### src/rtl/fcore_sequencer.sv
// fcore_sequencer: fCore control unit. Walks the program held in instruction memory and issues
// one instruction beat per time-multiplexed channel towards the decoder on an AXI-stream with
// backpressure. Handles LDC constant loads, EFI calls, program-counter overrun faults and the
// DMA/decoder gating.
//
// Optional feature: define FCORE_SEQUENCER_EFI_TIMEOUT_EN to fault (cause 2'b10) when efi_done
// does not arrive within EFI_TIMEOUT cycles. Without it EFI_WAIT waits indefinitely.
//
// Ports:
//   clock, reset                 clock, asynchronous active-high reset
//   run / core_stop / fault_clear   start (IDLE only) / end of program / leave FAULT
//   program_size, n_channels     number of valid program words, active channel count
//   wide_instruction_in          {mem[pc+1], mem[pc]}, valid one cycle after program_counter moves
//   efi_done / efi_start         EFI completion in / one-cycle EFI launch pulse out
//   program_counter              instruction-memory address
//   load_data                    LDC constant
//   decoder_enable, dma_enable   high while sequencing / high while idle
//   done                         one-cycle pulse on stop
//   fault, fault_cause           sticky fault flag; 01 = PC overrun, 10 = EFI timeout
//   instruction_stream_*         AXI-stream master: data = instruction, dest = channel, user = pc
module fcore_sequencer #(
  parameter int unsigned PC_WIDTH          = 12,
  parameter int unsigned OPCODE_WIDTH      = 5,
  parameter int unsigned INSTRUCTION_WIDTH = 32,
  parameter int unsigned MAX_CHANNELS      = 255,
  parameter int unsigned EFI_IMPLEMENTED   = 0,
  parameter int unsigned EFI_TIMEOUT       = 1024,
  parameter int unsigned LDC_OPCODE        = 6,
  parameter int unsigned EFI_OPCODE        = 14,
  // Derived; do not override.
  parameter int unsigned CH_W              = $clog2(MAX_CHANNELS)
) (
  input  logic                           clock,
  input  logic                           reset,
  input  logic                           run,
  input  logic                           core_stop,
  input  logic                           fault_clear,
  input  logic [15:0]                    program_size,
  input  logic [CH_W-1:0]                n_channels,
  input  logic [2*INSTRUCTION_WIDTH-1:0] wide_instruction_in,
  input  logic                           efi_done,
  output logic [PC_WIDTH-1:0]            program_counter,
  output logic [INSTRUCTION_WIDTH-1:0]   load_data,
  output logic                           efi_start,
  output logic                           decoder_enable,
  output logic                           dma_enable,
  output logic                           done,
  output logic                           fault,
  output logic [1:0]                     fault_cause,
  output logic [INSTRUCTION_WIDTH-1:0]   instruction_stream_data,
  output logic [CH_W-1:0]                instruction_stream_dest,
  output logic [PC_WIDTH-1:0]            instruction_stream_user,
  output logic                           instruction_stream_valid,
  input  logic                           instruction_stream_ready
);

  typedef enum logic [2:0] {StIdle, StFetch, StRun, StEfiWait, StFault} state_e;

  state_e                         state_q, state_d;
  logic [PC_WIDTH-1:0]            pc_q, pc_d;
  logic [CH_W-1:0]                ch_q, ch_d;
  logic [INSTRUCTION_WIDTH-1:0]   load_data_q, load_data_d;
  logic                           ldc_q, ldc_d;
  logic [INSTRUCTION_WIDTH-1:0]   ldc_instr_q, ldc_instr_d;
  logic                           valid_q, valid_d;
  logic [INSTRUCTION_WIDTH-1:0]   data_q, data_d;
  logic [CH_W-1:0]                dest_q, dest_d;
  logic [PC_WIDTH-1:0]            user_q, user_d;
  logic                           efi_start_q, efi_start_d;
  logic                           done_q, done_d;
  logic [1:0]                     cause_q, cause_d;

  logic [INSTRUCTION_WIDTH-1:0]   instr_lo, instr_hi, beat_instr;
  logic                           ch_first, ch_last, is_ldc, ldc_now, is_efi;
  logic                           can_issue, overrun, efi_timeout_hit;
  logic                           advance, adv_ldc;

  assign instr_lo  = wide_instruction_in[INSTRUCTION_WIDTH-1:0];
  assign instr_hi  = wide_instruction_in[2*INSTRUCTION_WIDTH-1:INSTRUCTION_WIDTH];
  assign ch_first  = (ch_q == '0);
  assign ch_last   = (ch_q == n_channels - CH_W'(1));
  // Channels after the first replay the LDC word latched on channel 0.
  assign beat_instr = (!ch_first && ldc_q) ? ldc_instr_q : instr_lo;
  assign is_ldc    = (instr_lo[OPCODE_WIDTH-1:0] == OPCODE_WIDTH'(LDC_OPCODE));
  // On channel 0 the LDC decision is being made this cycle, so use it directly.
  assign ldc_now   = ch_first ? is_ldc : ldc_q;
  assign is_efi    = (EFI_IMPLEMENTED != 0) &&
                     (beat_instr[OPCODE_WIDTH-1:0] == OPCODE_WIDTH'(EFI_OPCODE));
  assign can_issue = !valid_q || instruction_stream_ready;
  assign overrun   = (32'(pc_q) >= 32'(program_size));

`ifdef FCORE_SEQUENCER_EFI_TIMEOUT_EN
  logic [15:0] efi_cnt_q, efi_cnt_d;
  assign efi_timeout_hit = (efi_cnt_q == 16'(EFI_TIMEOUT - 1));

  always_ff @(posedge clock or posedge reset) begin
    if (reset) begin
      efi_cnt_q <= '0;
    end else begin
      efi_cnt_q <= efi_cnt_d;
    end
  end
`else
  assign efi_timeout_hit = 1'b0;
`endif

  always_comb begin
    state_d     = state_q;
    pc_d        = pc_q;
    ch_d        = ch_q;
    load_data_d = load_data_q;
    ldc_d       = ldc_q;
    ldc_instr_d = ldc_instr_q;
    // An outstanding beat stays valid until accepted, whatever the state.
    valid_d     = valid_q & ~instruction_stream_ready;
    data_d      = data_q;
    dest_d      = dest_q;
    user_d      = user_q;
    efi_start_d = 1'b0;
    done_d      = 1'b0;
    cause_d     = cause_q;
    advance     = 1'b0;
    adv_ldc     = 1'b0;
`ifdef FCORE_SEQUENCER_EFI_TIMEOUT_EN
    efi_cnt_d   = efi_cnt_q;
`endif

    case (state_q)
      StIdle: begin
        pc_d = '0;
        ch_d = '0;
        if (run && (n_channels != '0) && (program_size != '0)) begin
          state_d = StFetch;
        end
      end

      StFetch: begin
        if (core_stop) begin
          done_d  = 1'b1;
          state_d = StIdle;
          valid_d = 1'b0;
          pc_d    = '0;
          ch_d    = '0;
        end else if (overrun) begin
          state_d = StFault;
          cause_d = 2'b01;
          valid_d = 1'b0;
        end else begin
          state_d = StRun;
        end
      end

      StRun: begin
        if (core_stop) begin
          done_d  = 1'b1;
          state_d = StIdle;
          valid_d = 1'b0;
          pc_d    = '0;
          ch_d    = '0;
        end else if (can_issue) begin
          if (ch_first) begin
            ldc_d = is_ldc;
            if (is_ldc) begin
              ldc_instr_d = instr_lo;
              load_data_d = instr_hi;
            end
          end
          if (is_efi) begin
            efi_start_d = 1'b1;
            state_d     = StEfiWait;
`ifdef FCORE_SEQUENCER_EFI_TIMEOUT_EN
            efi_cnt_d   = '0;
`endif
          end else begin
            valid_d = 1'b1;
            data_d  = beat_instr;
            dest_d  = ch_q;
            user_d  = pc_q;
            advance = 1'b1;
            adv_ldc = ldc_now;
          end
        end
      end

      StEfiWait: begin
        if (core_stop) begin
          done_d  = 1'b1;
          state_d = StIdle;
          valid_d = 1'b0;
          pc_d    = '0;
          ch_d    = '0;
        end else if (efi_timeout_hit) begin
          state_d = StFault;
          cause_d = 2'b10;
          valid_d = 1'b0;
        end else if (efi_done) begin
          advance = 1'b1;
          adv_ldc = ldc_q;
        end else begin
`ifdef FCORE_SEQUENCER_EFI_TIMEOUT_EN
          efi_cnt_d = efi_cnt_q + 16'd1;
`endif
        end
      end

      StFault: begin
        valid_d = 1'b0;
        if (fault_clear) begin
          state_d = StIdle;
          cause_d = 2'b00;
          pc_d    = '0;
          ch_d    = '0;
        end
      end

      default: state_d = StIdle;
    endcase

    // Shared channel advance: wrap moves to the next instruction (LDC skips its constant word).
    if (advance) begin
      if (ch_last) begin
        ch_d    = '0;
        pc_d    = pc_q + (adv_ldc ? PC_WIDTH'(2) : PC_WIDTH'(1));
        state_d = StFetch;
      end else begin
        ch_d    = ch_q + CH_W'(1);
        state_d = StRun;
      end
    end
  end

  always_ff @(posedge clock or posedge reset) begin
    if (reset) begin
      state_q     <= StIdle;
      pc_q        <= '0;
      ch_q        <= '0;
      load_data_q <= '0;
      ldc_q       <= 1'b0;
      ldc_instr_q <= '0;
      valid_q     <= 1'b0;
      data_q      <= '0;
      dest_q      <= '0;
      user_q      <= '0;
      efi_start_q <= 1'b0;
      done_q      <= 1'b0;
      cause_q     <= 2'b00;
    end else begin
      state_q     <= state_d;
      pc_q        <= pc_d;
      ch_q        <= ch_d;
      load_data_q <= load_data_d;
      ldc_q       <= ldc_d;
      ldc_instr_q <= ldc_instr_d;
      valid_q     <= valid_d;
      data_q      <= data_d;
      dest_q      <= dest_d;
      user_q      <= user_d;
      efi_start_q <= efi_start_d;
      done_q      <= done_d;
      cause_q     <= cause_d;
    end
  end

  assign program_counter          = pc_q;
  assign load_data                = load_data_q;
  assign efi_start                = efi_start_q;
  assign decoder_enable           = (state_q == StFetch) || (state_q == StRun) ||
                                    (state_q == StEfiWait);
  assign dma_enable               = (state_q == StIdle);
  assign done                     = done_q;
  assign fault                    = (state_q == StFault);
  assign fault_cause              = cause_q;
  assign instruction_stream_data  = data_q;
  assign instruction_stream_dest  = dest_q;
  assign instruction_stream_user  = user_q;
  assign instruction_stream_valid = valid_q;

endmodule
### config.mk
export PLATFORM = sky130hd
export DESIGN_NAME = fcore_sequencer
export DESIGN_NICKNAME = d
export VERILOG_FILES = /design/src/rtl/fcore_sequencer.sv
export SDC_FILE = /design/constraint.sdc
export NUM_CORES = 1
export LEC_CHECK = 0
export ABC_AREA = 1
export CAP_MARGIN = 20
export CORE_ASPECT_RATIO = 0.9
export CORE_MARGIN = 2
export CORE_UTILIZATION = 50
export DETAILED_ROUTE_END_ITERATION = 10
export PLACE_DENSITY_LB_ADDON = 0.25
export SYNTH_ARGS = -nofsm -noshare
export SYNTH_HDL_FRONTEND = slang
export SYNTH_SLANG_ARGS = --single-unit
### constraint.sdc
create_clock -name clock -period 13.06 [get_ports clock]
set_input_delay 2.612 -clock clock [delete_from_list [all_inputs] [get_ports clock]]
set_output_delay 2.612 -clock clock [all_outputs]
set_load 0.05 [all_outputs]
---- Word-level counts from Yosys, hierarchy flattened ----
Index checks and enable logic that the tools add are counted.
word-level totals
  input port bits ......................... 95
  logic and storage cells ................. 96
  flip-flop bits (word level) ............. 144
cells by class
  bitwise logic cells ..................... 3
  reductions and logical operators ........ 21
  equality and inequality tests ........... 13
  $add $sub $neg .......................... 3
  muxes and demuxes ....................... 43
  magnitude comparators ................... 1
operators with widths
  operator             count
  $mux 12              4
  $pmux 12 s3          1
  $mux 32              1
  $mux 8               4
  $pmux 8 s3           1
  $mux 3               6
  $ge 12x16->1         1
  $mux 1               16
  $reduce_bool 16->1   1
  $add 12x2->12        1
  $pmux 3 s4           1
  $mux 2               5
  $ne 3x1->1 const B   3
  $reduce_and 3->1     3
  $add 8x1->8 const B  1
  $eq 8x8->1           1
  $logic_not 8->1      1
  $reduce_bool 8->1    1
  $sub 8x1->8 const B  1
  $eq 3x2->1 const B   2
  $ne 2x2->1 const B   3
  $eq 5x3->1 const B   1
  $reduce_and 5->1     1
  $pmux 1 s2           2
  16 further kinds     22

---- Logic depth before layout (Yosys ltp) ----
  word-level depth ........................ 9
  depth in mapped cells ................... 20
  gate-level depth less buffers ........... 20

---- Worst setup path before layout ----
No wires, ideal clock.
  path type ............................... input-to-reg
  start ................................... input instruction_stream_ready
  end ..................................... register pc_q[8], in the netlist program_counter[8]
  buffers on the path ..................... 1
  stages .................................. 17
  setup slack ............................. 7.971 ns
  library setup time ...................... 0.065 ns
  arrival time ............................ 5.024 ns
  path through ............................ nor2_1 -> nor3_4 -> nand4_4 -> buf_2 -> nand2_1 -> nor2_1 -> ha_1 -> inv_1 -> fa_1 -> inv_1 -> nand3_1 -> nor3_1 -> xor2_1 -> nand3_1 -> nand2_1 -> nand2_1 -> nand2_1
between the ends
  longest elaborated chain between the ends .. 8
RTL lines
  what                  line  source
  from (decl)           54    input logic instruction_stream_ready
  $logic_or 1x1->1 (*)  89    assign can_issue = !valid_q || instruction_stream_ready;
  $mux 1                160   end else if (can_issue) begin
  $mux 1                154   if (core_stop) begin
  $pmux 1 s2            128   case (state_q)
  $mux 2                223   pc_d = pc_q + (adv_ldc ? PC_WIDTH'(2) : PC_WIDTH'(1));
  $add 12x2->12         223
  $mux 12               221   if (ch_last) begin
  $mux 12 (*)           220   if (advance) begin
  named net pc_d[8]     60    logic [PC_WIDTH-1:0] pc_q, pc_d;
  to (signal assigned)  249   pc_q <= pc_d;
  to (decl)             60
The timed path passes the listed nets; every way through them passes the cells marked *.
A chain may end at the register's enable or synchronous reset.

---- Worst setup path in the final report ----
  start ................................... input core_stop
  end ..................................... register pc_q[8], in the netlist program_counter[8]
between the ends
  longest elaborated chain between the ends .. 6
RTL lines
  what                       line      source
  from (decl)                36        input logic core_stop,
  $mux 1 (on tied branches)  186, 154
  $pmux 1 s2                 128
  $mux 2                     223
  $add 12x2->12              223
  $mux 12                    221
  $mux 12 (*)                220
  named net pc_d[8]          60
Marked as above.

==> results.sh <==
export IMPL_run_status="completed"
export IMPL_drive_gt1_share_pct=4.60
export IMPL_crit_top_cell="nand2_1"
export IMPL_hp_class="flip-flop to flip-flop"
export IMPL_dr_pass1_iters=5
export IMPL_worst_path_max_fanout=21
export IMPL_final_nets=1231
export IMPL_clk_latency_ps=420
export IMPL_end_kind="flip-flop"
export IMPL_switching_share_pct=40.4
export IMPL_clock_sinks=143
export IMPL_postRouteAntennaNets=0
export IMPL_start_util_pct=51.3
export IMPL_crit_path_max_incr_delay_ps=690
export IMPL_powerDensity_mw_per_mm2=187
export IMPL_synthCells=932
export IMPL_fill_cells=1164
export IMPL_grt_pass1_wl_um=31300
export IMPL_ys_seq_area_share_pct=49.6
export IMPL_synthDistinctLibCells=35
export IMPL_maxSlewViolCount=0
export IMPL_wirelength_um=19100
export IMPL_fp_dieArea_mm2=0.0154
export IMPL_slowest_stage="nor3_4"
export IMPL_post_cts_setup_buffers=0
export IMPL_hpwl_um=13200
export IMPL_grt_max_degree=125
export IMPL_timing_fmax_mhz=179
export IMPL_drt_iter0_drc=536
export IMPL_finalSetupTns_ps=0
export IMPL_routedWlPerCell_um=14.4
export IMPL_fin_util_pct=70.9
export IMPL_fp_dieH_um=118
export IMPL_cts_clk_slew_worst_paths_ps=60
export IMPL_port_buffers=196
export IMPL_cp_startpoint="core_stop"
export IMPL_cts_tree="built"
export IMPL_die_w_um=131
export IMPL_pwr_share_seq_pct=32.5
export IMPL_cts_inserted_buffers=17
export IMPL_n_antenna_cell=0
export IMPL_avgSynthCellArea_um2=7.74
export IMPL_yosys_warnings=0
export IMPL_coreArea_mm2=0.0141
export IMPL_vias_per_cell=5.04
export IMPL_rows=41
export IMPL_slew_headroom_pct=37.6
export IMPL_gp_congestion=0.963
export IMPL_finalCriticalPeriod_ps=5600
export IMPL_area_delta_synth_final_pct=38.2
export IMPL_root_buffer="clkbuf_16"
export IMPL_dr_total_vias=6679
export IMPL_rsz0062_at_grt="no"
export IMPL_cts_resized=0
export IMPL_worst_hold_slack_ps=474
export IMPL_min_delay_start="ldc_instr_q[0]$_DFFE_PP0P_"
export IMPL_synth_area_mm2=0.00721
export IMPL_fin_cells=1324
export IMPL_irDropWorstVdd_uv=135
export IMPL_finalHoldViolCount=0
export IMPL_crit_arrival_ps=5960
export IMPL_setup_violations=0
export IMPL_clockPowerShare_pct=27.1
export IMPL_fin_crit_sh_pct=42.9
export IMPL_place_inst=1289
export IMPL_pwr_share_comb_pct=40.4
export IMPL_r2r_start="ch_q[0]$_DFFE_PP0P_"
export IMPL_grt_use_total_pct=25.8
export IMPL_internal_power_uw=1110
export IMPL_worst_slew_pin_slew_ps=932
export IMPL_io_pins=199
export IMPL_detailed_place_area_mm2=0.00927
export IMPL_critPathLaunchType="input port"
export IMPL_fin_worst_skew_ps=8.89
export IMPL_maxCapViolCount=0
export IMPL_leakagePower_uw=0.00475
export IMPL_antenna_found_initial=0
export IMPL_path_cells="clkdlybuf4s50_1 > nor3_4 > buf_4 > nand4_4 > nand2_1 > nor2_1 > fa_1 > inv_1 > nand3_1 > nor3_1 > xor2_1 > nand3_1 > nand2_1 > nand2_1 > nand2_1"
export IMPL_fin_area_mm2=0.00997
export IMPL_grt_pass1_vias=6363
export IMPL_ys_seq_elements=143
export IMPL_grt_overflow=0
export IMPL_critical_path_class="input port to flip-flop"
export IMPL_cts_buffer_depth=2
export IMPL_worstPathRequired_ps=13420
export IMPL_cts_hold_buf=0
export IMPL_cts_htree_levels=4
export IMPL_drc=0
export IMPL_p_switching_uw=752
[layer usage]
metal	up-vias	track usage (%)	part of all wire (%)
li1	3308	-	-
met1	3078	35.9	44
met2	256	38.8	46
met3	37	7.05	8.3
met4	0	8.91	2.6
met5	-	0	0
[area by class of cell]
| class | instances | area [um^2] | share of cell area (%) |
|---|---|---|---|
| Multi-Input combinational cell | 615 | 2940 | 29.5 |
| Inverter | 138 | 523 | 5.25 |
| Tap cell | 193 | 241 | 2.42 |
| Timing Repair Buffer | 203 | 2070 | 20.7 |
| Sequential cell | 143 | 3580 | 35.9 |
| Clock buffer | 23 | 488 | 4.90 |
| Clock inverter | 9 | 131 | 1.32 |
[sequential cells by signal, summed over array words and instances, names as in the netlist]
| register | cells |
|---|---|
| load_data | 32 |
| done | 1 |
| ch_q | 8 |
| instruction_stream_data | 32 |
| program_counter | 12 |
| instruction_stream_user | 12 |
| instruction_stream_dest | 8 |
| ldc_q | 1 |
| ldc_instr_q | 32 |
| instruction_stream_valid | 1 |
| fault_cause | 1 |
| state_q | 3 |
[per-stage QoR]
step           setup WS (ps)  total power (uW)
6_report                7460              1860
5_1_grt                 7210              1950
4_1_cts                 7490              1860
3_5_place_dp            7090              1350
3_3_place_gp            7170              1340
2_1_floorplan           6610              1090
[kinds of logic after synthesis]
group | share of synthesized area, %
buffers and inverters | 9.72
other | 0.0520
AOI/OAI and AO/OA | 12.2
xor gates and xnor gates | 1.82
adders and majority gates | 3.23
and+or+nand+nor | 23.4
DFF | 49.6
[power groups by stage]
stage | Combinational (uW) | Sequential [uW] | Clock [uW]
2_1_floorplan | 209 | 881 | 0
6_report | 751 | 605 | 504
4_1_cts | 748 | 606 | 510
3_5_place_dp | 742 | 613 | 0
5_1_grt | 799 | 619 | 532
3_3_place_gp | 735 | 609 | 0
[critical path: cells and delay by family]
kind                     cells  cell delay (ps)
AND/OR/NAND/NOR             10             1640
buffers and inverters        3             1070
adder cells (fa/ha/maj)      1              450
XOR/XNOR                     1              170
[cells in the final DEF (no fill, tap or decap), types with 2 or more instances in the layout]
cell type        Yosys  routed
nand2_1            253     253
clkdlybuf4s50_1      0     196
dfrtp_1            143     143
inv_1              134     133
nor2_1              84      83
a21oi_1             75      75
o21ai_0             48      48
nand3_1             46      46
o21ai_1             36      36
ha_1                17      17
clkbuf_16            0      17
xor2_1              12      12
nand4_1              9       9
nor3_1               9       9
o21ai_2              5       5
nor2_2               3       4
clkbuf_8             0       4
buf_4                5       4
xnor2_1              3       3
bufinv_16            0       3
clkinvlp_4           0       3
nor4_1               2       2
inv_2                2       2
clkinv_1             2       2
conb_1               1       2
clkinv_2             0       2
clkbuf_1            21       2
buf_16               0       2
[worst paths after layout]
| path | cells past startpoint | slack, ps | endpoint |
|---|---|---|---|
| max | 15 | 7460 | program_counter[8]$_DFF_PP0_ |
| min | 2 | 470 | ldc_instr_q[0]$_DFFE_PP0P_ |
| max reg2reg | 20 | 9420 | program_counter[8]$_DFF_PP0_ |
| min reg2reg | 2 | 470 | ldc_instr_q[0]$_DFFE_PP0P_ |
| max in group asynchronous | 3 | 9080 | instruction_stream_data[21]$_DFFE_PP0P_ |
| min in group asynchronous | 2 | 2720 | ch_q[1]$_DFFE_PP0P_ |
[cells in the mapped netlist (all sizes together)]
| library cell | instances | area (um^2) |
|---|---|---|
| a21oi | 75 | 375 |
| and3 | 1 | 6.26 |
| buf | 16 | 104 |
| clkbuf | 21 | 78.8 |
| clkinv | 2 | 7.51 |
| conb | 1 | 3.75 |
| dfrtp | 143 | 3580 |
| fa | 1 | 20.0 |
| ha | 17 | 213 |
| inv | 136 | 510 |
| nand2 | 254 | 956 |
| nand3 | 46 | 230 |
| nand3b | 1 | 7.51 |
| nand4 | 10 | 77.6 |
| nor2 | 87 | 334 |
| nor3 | 10 | 61.3 |
| nor4 | 2 | 12.5 |
| o2111ai | 1 | 8.76 |
| o211ai | 1 | 7.51 |
| o21a | 1 | 7.51 |
| o21ai | 89 | 464 |
| o21bai | 1 | 7.51 |
| o311ai | 1 | 8.76 |
| xnor2 | 3 | 26.3 |
| xor2 | 12 | 105 |
No activity file was read; power rests on OpenSTA's default activity.
